**config.mk**
```make
export PLATFORM = sky130hd
export DESIGN_NAME = io_load_stage
export DESIGN_NICKNAME = d
export VERILOG_FILES = /design/src/rtl/io_load_stage.sv
export SDC_FILE = /design/constraint.sdc
export NUM_CORES = 1
export LEC_CHECK = 0
export BUFFER_PORTS_ARGS = -buffer_cell sky130_fd_sc_hd__buf_2
export CORE_UTILIZATION = 40
export CTS_CLUSTER_DIAMETER = 60
export DETAILED_ROUTE_END_ITERATION = 12
export GPL_ROUTABILITY_DRIVEN = 0
export PLACE_DENSITY_LB_ADDON = 0.08
export SLEW_MARGIN = 30
export SYNTH_ARGS = -nofsm -noshare
export SYNTH_HDL_FRONTEND = slang
export SYNTH_SLANG_ARGS = --single-unit
```
**constraint.sdc**
```tcl
create_clock -name clock -period 3.75 [get_ports clock]
set_clock_uncertainty 0.05 [all_clocks]
set_input_delay 0 -clock clock [delete_from_list [all_inputs] [get_ports clock]]
set_output_delay 0 -clock clock [all_outputs]
set_load 0.005 [all_outputs]
```
**src/rtl/io_load_stage.sv**
```systemverilog
// Load/result stage: formats memory read data per load type, flags misaligned loads, and
// presents one entry downstream. Left/right loads exist only when IO_LOAD_UNALIGNED_EN is defined.
module io_load_stage #(
  parameter int unsigned DATA_WIDTH = 32,
  parameter int unsigned ADDR_WIDTH = 32
) (
  input  logic                    clock,
  input  logic                    reset,
  input  logic                    in_valid,
  output logic                    in_allow_in,
  input  logic [ADDR_WIDTH-1:0]   in_program_count,
  input  logic [ADDR_WIDTH-1:0]   in_address,
  input  logic                    in_is_load,
  input  logic [2:0]              in_load_type,
  input  logic                    in_unsigned,
  input  logic [4:0]              in_write_register,
  input  logic [DATA_WIDTH-1:0]   in_alu_result,
  input  logic                    mem_resp_valid,
  input  logic [DATA_WIDTH-1:0]   mem_resp_data,
  input  logic                    flush,
  input  logic                    wb_allow_in,
  output logic                    out_valid,
  output logic [ADDR_WIDTH-1:0]   out_program_count,
  output logic [DATA_WIDTH-1:0]   out_result,
  output logic [4:0]              out_write_register,
  output logic [DATA_WIDTH/8-1:0] out_write_strobe,
  output logic                    out_exception,
  output logic [ADDR_WIDTH-1:0]   out_badvaddr
);

  localparam int unsigned BYTES = DATA_WIDTH / 8;
  localparam int unsigned OFFW  = $clog2(BYTES);
  localparam logic [OFFW-1:0]  MaxOff  = OFFW'(BYTES - 1);
  localparam logic [BYTES-1:0] AllOnes = '1;

  localparam logic [2:0] LtWord   = 3'b000;
  localparam logic [2:0] LtHalf   = 3'b001;
  localparam logic [2:0] LtByte   = 3'b010;
  localparam logic [2:0] LtLeft   = 3'b011;
  localparam logic [2:0] LtRight  = 3'b100;
  localparam logic [2:0] LtDouble = 3'b101;

  typedef enum logic [1:0] {StEmpty, StWaitData, StHold} state_e;

  state_e                  state_q;
  logic                    discard_q, discard_d;
  logic [ADDR_WIDTH-1:0]   pc_q, addr_q;
  logic [2:0]              type_q;
  logic                    uns_q, is_load_q, exc_q;
  logic [4:0]              wreg_q;
  logic [DATA_WIDTH-1:0]   data_q;

  logic [2:0]              in_type_eff;
  logic                    in_misaligned;
  logic                    resp_take, fire;
  logic [DATA_WIDTH-1:0]   data_src, shifted_lo;
  logic [OFFW-1:0]         k, lshift;

  // Collapse types this build does not support onto a plain word load.
  function automatic logic [2:0] eff_type(input logic [2:0] t);
    logic [2:0] r;
    case (t)
      LtWord, LtHalf, LtByte: r = t;
`ifdef IO_LOAD_UNALIGNED_EN
      LtLeft, LtRight:        r = t;
`else
      LtLeft, LtRight:        r = LtWord;
`endif
      LtDouble:               r = (DATA_WIDTH == 64) ? LtDouble : LtWord;
      default:                r = LtWord;
    endcase
    return r;
  endfunction

  assign in_type_eff = eff_type(in_load_type);

  always_comb begin
    in_misaligned = 1'b0;
    case (in_type_eff)
      LtHalf:   in_misaligned = in_address[0];
      LtWord:   in_misaligned = (in_address[1:0] != 2'b00);
      LtDouble: in_misaligned = (in_address[2:0] != 3'b000);
      default:  in_misaligned = 1'b0;
    endcase
  end

  assign resp_take   = (state_q == StWaitData) & mem_resp_valid & ~discard_q;
  assign out_valid   = (state_q == StHold) | resp_take;
  assign in_allow_in = (state_q == StEmpty) | (out_valid & wb_allow_in);
  assign fire        = in_valid & in_allow_in & ~flush;

  // A flushed load still has a response in flight; remember to swallow it.
  always_comb begin
    discard_d = discard_q;
    if (mem_resp_valid && discard_q) discard_d = 1'b0;
    if (flush && state_q == StWaitData && !(mem_resp_valid && !discard_q)) discard_d = 1'b1;
  end

  always_ff @(posedge clock or negedge reset) begin
    if (!reset) begin
      state_q   <= StEmpty;
      discard_q <= 1'b0;
    end else begin
      discard_q <= discard_d;
      if (flush) begin
        state_q <= StEmpty;
      end else if (fire) begin
        state_q <= (in_is_load && !in_misaligned) ? StWaitData : StHold;
      end else if (resp_take && !wb_allow_in) begin
        state_q <= StHold;
      end else if (out_valid && wb_allow_in) begin
        state_q <= StEmpty;
      end
    end
  end

  always_ff @(posedge clock) begin
    if (fire) begin
      pc_q      <= in_program_count;
      addr_q    <= in_address;
      type_q    <= in_type_eff;
      uns_q     <= in_unsigned;
      is_load_q <= in_is_load;
      exc_q     <= in_is_load & in_misaligned;
      wreg_q    <= in_write_register;
      data_q    <= in_alu_result;
    end else if (resp_take && !wb_allow_in) begin
      data_q    <= mem_resp_data;
    end
  end

  assign data_src   = (state_q == StWaitData) ? mem_resp_data : data_q;
  assign k          = addr_q[OFFW-1:0];
  assign lshift     = MaxOff - k;
  // Aligned word/half/byte lanes all land at bit 0 after shifting by the byte offset.
  assign shifted_lo = data_src >> {k, 3'b000};

  always_comb begin
    out_result       = data_src;
    out_write_strobe = AllOnes;
    if (exc_q) begin
      out_write_strobe = '0;
    end else if (is_load_q) begin
      case (type_q)
        LtByte:   out_result = uns_q ? DATA_WIDTH'(shifted_lo[7:0])
                                     : DATA_WIDTH'(signed'(shifted_lo[7:0]));
        LtHalf:   out_result = uns_q ? DATA_WIDTH'(shifted_lo[15:0])
                                     : DATA_WIDTH'(signed'(shifted_lo[15:0]));
        LtWord:   out_result = DATA_WIDTH'(signed'(shifted_lo[31:0]));
        LtDouble: out_result = data_src;
`ifdef IO_LOAD_UNALIGNED_EN
        LtLeft: begin
          out_result       = data_src << {lshift, 3'b000};
          out_write_strobe = AllOnes << lshift;
        end
        LtRight: begin
          out_result       = shifted_lo;
          out_write_strobe = AllOnes >> k;
        end
`endif
        default:  out_result = data_src;
      endcase
    end
  end

  assign out_program_count  = pc_q;
  assign out_write_register = wreg_q;
  assign out_exception      = exc_q & out_valid;
  assign out_badvaddr       = (exc_q & out_valid) ? addr_q : '0;

endmodule

```
==> impl_metrics.toml <==
[logic_synthesis]
syn_avg_cell_area_um2 = 13.3
ys_top_cells_by_area = "sky130_fd_sc_hd__edfxtp_1 61%, sky130_fd_sc_hd__mux2i_1 8.0%, sky130_fd_sc_hd__mux2_2 6.2%"
synth_async_reset_ratio = 0.0273
post-synth-top-count-cell = "sky130_fd_sc_hd__edfxtp_1"
number_of_enable_flip_flop_cells_after_synthesis = 107
synthesis.instances = 397
synth.net_count = 541
netlist-cell-type-count = 39
ys_warn_count = 0
synth_largest_area_cell = "sky130_fd_sc_hd__edfxtp_1"
synth.cells.most_frequent = "107 x sky130_fd_sc_hd__edfxtp_1, 42 x sky130_fd_sc_hd__mux2i_1, 35 x sky130_fd_sc_hd__nor2_1"
yosys_register_bits = 110
post_synth_top_area_share = 0.609
synth-main-ff-cell = "sky130_fd_sc_hd__edfxtp_1"
synth_sequential_area_ratio = 0.623
synth.cell_area_um2 = 5280

[setup_path]
reg2regPathDepth = 7
critical-path-max-stage-delay_ps = 650
worstReg2RegEnd = "data_q[17]$_DFFE_PP_"
critical_path.cell_chain = "nand2b_1, nor2_1, a22o_1, nand3b_1, inv_4, mux2_2, dlygate4sd3_1"
crit-reg2reg-launch = "discard_q$_DFFE_PN0P_"
register_to_register_setup_slack_ps = 650
worst_setup_path_start_kind = "flop"
critical_path.endpoint_type = "flop"
timing.setup.critical_path_class = "flop to flop"
cp.arrival_ps = 3150
required_ps = 3800
worstPathMaxFanout = 63
timing.critical_path.slowest_stage_cell = "sky130_fd_sc_hd__inv_4"

[clocking]
clock_insertion_delay_worst_skew_ps = 350
root_buffer = "sky130_fd_sc_hd__clkbuf_16"
cts-buffers-inserted = 9
clock_path_buffers = 2
cts_tree = "yes"
htreeDepth = 3
cts.sinks = 110
path_clk_slew_ps = 80

[die]
die_area_um2 = 13700
die_y_um = 117
core_um2 = 12700
floorplan.initialDensity = 0.415
die_width_um = 117
io-pin-count = 252
core.rowCount = 41

[global_route]
grt_first_pass_wirelength_um = 23700
number_of_global_route_vias_before_repair = 4862
grt_usage = 0.231
total_congestion_overflow = 0
number_of_antenna_violations_at_the_first_check_in_global_routing = 0
maximum_number_of_pins_on_one_net_before_global_route_repair = 64

[detailed_routing]
detail_route.first_pass.iterations = 5
post_detailed_route_count_of_antenna_violating_nets = 0
initialDrtViolationCount = 440
top_layer_used_by_detailed_routing = "met4"
detailroute.via_count = 4820
wirelength_met1_um = 6190
route.met3.wl_um = 1260
detail_route.vias_per_cell = 5.02
wire_length_on_met2_um = 7990
wl_um = 15900
avgRoutedWirePerCell_um = 16.6
drc_errors = 0

[timing]
setup_tns_ps = 0
fin_crit_sh = 0.827
post-route-min-period_ps = 3100
tightestPinTransition_ps = 824
report.final.setup_viol = 0
relSlewSlack = 0.451
rsz0062_at_grt = "no"
fmax_mhz = 322
timing_hold_violations_final = 0
post_route_setup_slack_ps = 648
finalMaxSlewViolations = 0

[worst_hold_path]
holdCritStartpoint = "in_load_type[1]"
cells_on_worst_hold_path = 2
hold_path_class = "input pin to flop"
hold_worst_path_end = "type_q[1]$_DFFE_PP_"

[placement]
placed_cell_area_um2 = 6690
hpwl_um = 10700
place_inst = 800
port_buffers = 251
place_ws_ps = 1140

[pwr]
power_uw = 2960
powerDensity_nw_per_um2 = 351
max-vdd-ir-drop_uv = 304
total_leakage_power_uw = 0.00386

[finish]
areaGrowthSynthToFinish_pct = 59.5
number_of_cells_in_the_finished_layout_apart_from_fillers = 960
fillerInstances = 1011
nNetsFinal = 927
layout.cell_area.non_filler_um2 = 8420
post_route_cells_drive_above_1_share = 0.393
num_antenna_cells = 0

[outcome]
status = "finished clean"

[job]
max-cap-violations = 0
[final cells by class]
cell class | instances | area, um2 | share of cell area
sequential | 110 | 3290 | 0.390
timing repair buffer | 401 | 2760 | 0.327
multi-input combinational | 251 | 1830 | 0.217
clock buffer | 9 | 225 | 0.0267
tap | 172 | 215 | 0.0256
clock inverter | 7 | 66.3 | 0.00788
inverter | 10 | 40.0 | 0.00475
[power by group]
group | leakage (uW) | internal [uW] | total [uW] | switching [uW]
sequential | 0.00104 | 1430 | 1450 | 23.5
clock | 0.000143 | 467 | 938 | 471
combinational | 0.00268 | 310 | 565 | 255
[stage by stage]
step                utilization  hold slack, ps
global route              0.662            21.9
finish                    0.662            28.3
global placement          0.526            -249
CTS                       0.662            11.4
detailed placement        0.526            -245
floorplan                     -            -346
[cells in the final DEF (no fill, tap or decap), types with 17 or more instances in the layout]
| cell type | count |
|---|---|
| sky130_fd_sc_hd__buf_2 | 251 |
| sky130_fd_sc_hd__mux2_2 | 29 |
| sky130_fd_sc_hd__a21oi_1 | 17 |
| sky130_fd_sc_hd__nor2_1 | 35 |
| sky130_fd_sc_hd__edfxtp_1 | 107 |
| sky130_fd_sc_hd__mux2i_1 | 42 |
| sky130_fd_sc_hd__and3_1 | 33 |
| sky130_fd_sc_hd__dlygate4sd3_1 | 144 |
[metal layers]
metal,vias to the layer above,GRT usage
met3,30,0.0572
met4,0,0.107
met1,2254,0.266
met5,-,0
met2,236,0.405
li1,2300,-
[flip-flops by register name (all words and copies together) (netlist names), 2 cells and up]
signal,count
out_program_count,32
data_q,32
type_q,3
state_q,2
out_write_register,5
addr_q,32
[kinds of logic (layout without fill, tap and decap cells)]
family | Yosys count | after routing | synth area share
AO/OA/AOI/OAI | 74 | 74 | 0.0936
other | 1 | 1 | 0.000710
multiplexers | 76 | 76 | 0.155
buffers and inverters | 36 | 427 | 0.0308
AND/OR/NAND/NOR | 100 | 100 | 0.0969
flip-flops | 110 | 110 | 0.623
[worst max-delay path, delay by kind of cell (launching register included)]
family / cells / cell delay [ps]
compound gates: 1 / 200
buf+inv: 2 / 1210
flops: 1 / 380
mux: 1 / 410
simple gates: 3 / 560
[how the worst max path moves through the flow]
stage | startpoint | endpoint | slack [ps] | cells after the start
3_3_place_gp | state_q[1]$_DFFE_PN0P_ | out_result[23] | 1260 | 6
6_report | discard_q$_DFFE_PN0P_ | data_q[17]$_DFFE_PP_ | 650 | 7
5_1_grt | discard_q$_DFFE_PN0P_ | data_q[17]$_DFFE_PP_ | 450 | 7
3_5_place_dp | state_q[1]$_DFFE_PN0P_ | out_result[23] | 1140 | 6
2_1_floorplan | discard_q$_DFFE_PN0P_ | data_q[23]$_DFFE_PP_ | 890 | 7
4_1_cts | discard_q$_DFFE_PN0P_ | data_q[17]$_DFFE_PP_ | 670 | 7
[timing repair]
item / in CTS / in global routing
endpoints found under the hold margin: 112 / 0
setup buffers: 0 / 0
resized for setup: 0 / 0
hold buffers: 144 / 0
Note: power is estimated with default switching activity, not from simulation.
